$ cat config.mk
export PLATFORM = sky130hd
export DESIGN_NAME = beacon_keyer
export DESIGN_NICKNAME = d
export VERILOG_FILES = /design/src/rtl/beacon_keyer.sv
export SDC_FILE = /design/constraint.sdc
export NUM_CORES = 1
export LEC_CHECK = 0
export CORE_AREA = 2 2 66 68
export CTS_BUF_LIST = sky130_fd_sc_hd__clkbuf_8
export DETAILED_ROUTE_END_ITERATION = 16
export DIE_AREA = 0 0 68 70
export GPL_TIMING_DRIVEN = 0
export PLACE_DENSITY = 0.75
export SKIP_CTS_REPAIR_TIMING = 1
export SLEW_MARGIN = 20
export SYNTH_ARGS = -nofsm -noshare
export SYNTH_HDL_FRONTEND = slang
export SYNTH_SLANG_ARGS = --single-unit
$ cat constraint.sdc
create_clock -name clk -period 2.1 [get_ports clk]
set_clock_uncertainty 0.1 [all_clocks]
set_input_delay 0.21 -clock clk [delete_from_list [all_inputs] [get_ports clk]]
set_output_delay 0.21 -clock clk [all_outputs]
set_load 0.01 [all_outputs]
$ cat src/rtl/beacon_keyer.sv
// Beacon keyer: a UART byte arms a burst count, then a trigger edge plays that many
// timed carrier bursts, framed by a holdoff before and a cooldown after.
module beacon_keyer #(
   parameter int ON_CYC  = 1024,
   parameter int OFF_CYC = 1024,
   parameter int HOLDOFF = 1024
) (
   input  logic       clk,
   input  logic       rst,
   input  logic [7:0] rx_dat,
   input  logic       rx_stb,
   input  logic       trig,
   output logic       tx_en,
   output logic       busy,
   output logic [7:0] burst_cnt,
   output logic       done
);
   localparam int MAXC = (ON_CYC > OFF_CYC) ? ((ON_CYC > HOLDOFF) ? ON_CYC : HOLDOFF)
                                            : ((OFF_CYC > HOLDOFF) ? OFF_CYC : HOLDOFF);
   localparam int CW = (MAXC > 1) ? $clog2(MAXC) : 1;
   localparam logic [CW-1:0] ON_LAST  = CW'(ON_CYC - 1);
   localparam logic [CW-1:0] OFF_LAST = CW'(OFF_CYC - 1);
   localparam logic [CW-1:0] HO_LAST  = CW'(HOLDOFF - 1);

   typedef enum logic [2:0] {S_IDLE, S_ARMED, S_HOLD, S_ON, S_OFF, S_COOL} state_t;

   state_t        state_q;
   logic [CW-1:0] cnt_q;
   logic [7:0]    rem_q;
   logic [7:0]    burst_q;
   logic          trig_q;
   logic          tx_en_q;
   logic          busy_q;
   logic          done_q;

   logic          trig_edge;
   logic          abort;
   logic [CW-1:0] cnt_d;
   logic [7:0]    burst_d;

   assign trig_edge = trig & ~trig_q;
   assign abort     = rx_stb && (rx_dat == 8'h00);
   assign cnt_d     = cnt_q + 1'b1;
   assign burst_d   = (burst_q == 8'hFF) ? burst_q : burst_q + 8'd1;

   assign tx_en     = tx_en_q;
   assign busy      = busy_q;
   assign burst_cnt = burst_q;
   assign done      = done_q;

   // trig_q resets high so a trigger already asserted at release is not an edge
   always_ff @(posedge clk or posedge rst) begin
      if (rst) begin
         state_q <= S_IDLE;
         cnt_q   <= '0;
         rem_q   <= 8'd0;
         burst_q <= 8'd0;
         trig_q  <= 1'b1;
         tx_en_q <= 1'b0;
         busy_q  <= 1'b0;
         done_q  <= 1'b0;
      end else begin
         trig_q <= trig;
         done_q <= 1'b0;
         case (state_q)
            S_IDLE: begin
               if (rx_stb && rx_dat != 8'h00) begin
                  state_q <= S_ARMED;
                  rem_q   <= rx_dat;
               end
            end
            S_ARMED: begin
               if (abort) begin
                  state_q <= S_IDLE;
               end else begin
                  if (rx_stb) rem_q <= rx_dat;
                  if (trig_edge) begin
                     state_q <= S_HOLD;
                     busy_q  <= 1'b1;
                     cnt_q   <= '0;
                     burst_q <= 8'd0;
                  end
               end
            end
            S_HOLD, S_ON, S_OFF, S_COOL: begin
               if (abort) begin
                  state_q <= S_IDLE;
                  tx_en_q <= 1'b0;
                  busy_q  <= 1'b0;
                  cnt_q   <= '0;
               end else begin
                  cnt_q <= cnt_d;
                  case (state_q)
                     S_HOLD: begin
                        if (cnt_q == HO_LAST) begin
                           state_q <= S_ON;
                           tx_en_q <= 1'b1;
                           cnt_q   <= '0;
                        end
                     end
                     S_ON: begin
                        if (cnt_q == ON_LAST) begin
                           tx_en_q <= 1'b0;
                           cnt_q   <= '0;
                           burst_q <= burst_d;
                           rem_q   <= rem_q - 8'd1;
                           state_q <= (rem_q == 8'd1) ? S_COOL : S_OFF;
                        end
                     end
                     S_OFF: begin
                        if (cnt_q == OFF_LAST) begin
                           state_q <= S_ON;
                           tx_en_q <= 1'b1;
                           cnt_q   <= '0;
                        end
                     end
                     S_COOL: begin
                        if (cnt_q == HO_LAST) begin
                           state_q <= S_IDLE;
                           busy_q  <= 1'b0;
                           done_q  <= 1'b1;
                           cnt_q   <= '0;
                        end
                     end
                     default: ;
                  endcase
               end
            end
            default: begin
               state_q <= S_IDLE;
               tx_en_q <= 1'b0;
               busy_q  <= 1'b0;
            end
         endcase
      end
   end
endmodule
==> metrics.cfg <==
[place]
dp.cells=312
portBuffers=22
dp_hpwl_mm=3.66
gp_congestion=0.898
dp_slack_ns=-0.650
place_area_um2=2340

[sta]
finalCritPeriodShare_pct=103
period_minus_slack_ns=2.16
slew_viol_final=0
rsz0062_at_grt=yes
setup_slack_ns=-0.0578
worst_pin_slew_ns=0.737
hold_viol_final=0
fmax_mhz=463
maxSlewHeadroom_pct=50.5
fin_tns_setup_ns=-0.0604
setup_violations=2

[worst_setup_path]
crit_type=flop to flop
crit_path_max_fanout=7
worst_ep_required_time_ns=2.16
r2r-end=burst_cnt[3]
reg2reg_slack_ns=-0.06
critPathLaunchType=flop
endpoint_kind=flop
reg2reg_depth=6
critPathArrivalTime_ns=2.22
r2r-start=cnt_q[5]

[global_route]
grt_pass1_wl_mm=8.54
grt_pass1_vias=1763
grt_usage_pct=23.6
antenna_found_initial=0
grt-ovfl-total=0
grt_max_degree=34

[floorplan]
rows=24
die_w_um=68
core_region_area_um2=4140
dieArea_um2=4760
die_y_um=70
io_pins=23
start_util_pct=49.5

[power]
p_per_area_nw_per_um2=904
p_leak_nw=1.04
vdd.ir_drop.worst_mv=0.423

[cts]
cts.sinks=33
cts_max_level=2
cts_root_buf=clkbuf_8
cts.clk_slew.worst_paths_ns=0.07
cts_tree=done
clock_path_buffers=2
clkLatencyLatePin_ns=0.29
cts_buffers=5

[run]
cap_violations=0

[cells_and_area]
area_growth_pct=29.1
layout_commonest_cell=dfrtp_1
antenna_cells=0
layoutNonFillerInstCount=328
drive_gt1_share_pct=19.2
fin_area_um2=2650
layout_common_cells=28 x dfrtp_1, 22 x nor2_1, 22 x clkdlybuf4s50_1, 20 x nand2_1, 17 x o21ai_0
nets=291
postLayoutCoreUtil_pct=63.9

[routing]
vias_per_cell=6.08
drt_wl_total_mm=5.32
dr.first_iter.drc_count=150
drc_errors=0
ant_nets=0
wire_per_inst_um=16.2
vias=1993
dr.pass1.iters=4

[outcome]
status=finished, violations left
violations=setup timing

[worst_hold_path]
hp-class=input port to asynchronous set/reset pin

[logic_synthesis]
synth_top_cell_by_area=dfrtp_1
synth-async-reset-ratio_pct=100
ys_types=52
synth-compound-area-share_pct=22.0
ys_top_cells_by_area=dfrtp_1 39%, o21ai_0 4.1%, nor2_1 4.0%
ys_ff_latch=33
ys_seq_area_share_pct=40.3
syn-cell-area_um2=2050
synthFlopType=dfrtp_1
synthMuxAreaShare_pct=1.46
synth_edf_count=0
syn-num-nets=254
avgSynthCellArea_um2=8.62
syn_inst=238
synth_fa_ha_area_share_pct=2.44
ys_warn_count=0
yosys.area_share.simple_pct=28.0
synth_top_cell_area_share_pct=39.0
synth_top_family_by_area=simple AND/OR/NAND/NOR gates
synth-xor-area-share_pct=2.13

-- report_power, final --
| group | internal, mW | switching [mW] |
|---|---|---|
| Sequential | 0.809 | 0.204 |
| Clock | 0.382 | 0.236 |
| Combinational | 0.378 | 0.386 |
-- metal layers --
layer / vias to the layer above / routed length (um) / global-route usage (%)
met1: 950 / 2340 / 33.9
met2: 61 / 2630 / 35.4
met4: 0 / 90 / 9.33
met3: 11 / 254 / 3.38
li1: 971 / - / -
met5: - / 0 / 0
-- final cells by class --
type                    count  area, um^2
multi-input cells         189        1270
clock inverters             2        33.8
plain buffers               8        50.0
well taps                  52        65.1
fillers                   344        1490
clock buffers               6        82.6
repair buffers             31         288
flip-flops and latches     33         832
inverters                   7        30.0
-- cell families after synthesis --
logic type | Yosys count
AOI/OAI and AO/OA | 68
xor gates and xnor gates | 5
buffers and inverters | 16
muxes | 3
DFF | 33
adders and majority gates | 4
and+or+nand+nor | 109
-- synthesized netlist by cell type, types with 4 or more instances --
cell      number
dfrtp_1       32
nor2_1        22
nand2_1       21
o21ai_0       17
nand3_1       15
a21oi_1       13
nor3_1        11
nand4_1        8
inv_1          6
nor2b_1        6
o211ai_1       6
o31ai_1        6
and3_1         5
nor4_1         5
xor2_1         5
ha_1           4
-- critical path, cell delays in order (launching register included) --
cell,delay (ns)
dfrtp_1,0.44
nand4_4,0.19
or3_1,0.43
buf_6,0.14
or3_4,0.35
o311ai_2,0.27
o31ai_1,0.11
-- sequential cells by signal, summed over array words and instances (netlist names) --
signal / flops
burst_cnt: 8
busy: 1
cnt_q: 10
done: 1
rem_q: 8
state_q: 3
trig_q: 1
tx_en: 1
-- how the worst max path moves through the flow --
| stage | cells after the start | end | from |
|---|---|---|---|
| finish | 6 | burst_cnt[3] | cnt_q[5] |
| global route | 7 | burst_cnt[3] | cnt_q[0] |
| CTS | 8 | cnt_q[2] | rx_dat[5] |
| detailed placement | 8 | cnt_q[3] | rx_dat[5] |
| global placement | 8 | cnt_q[9] | rx_dat[5] |
| floorplan | 7 | burst_cnt[3] | cnt_q[0] |
-- per-stage QoR --
stage	power [mW]	hold slack [ns]
after floorplan	1.45	0.114
after global placement	1.64	0.373
after detailed placement	1.67	0.374
after CTS	2.28	0.275
after global routing	2.57	0.288
final	2.40	0.244
No activity file was read; power rests on OpenSTA's default activity.
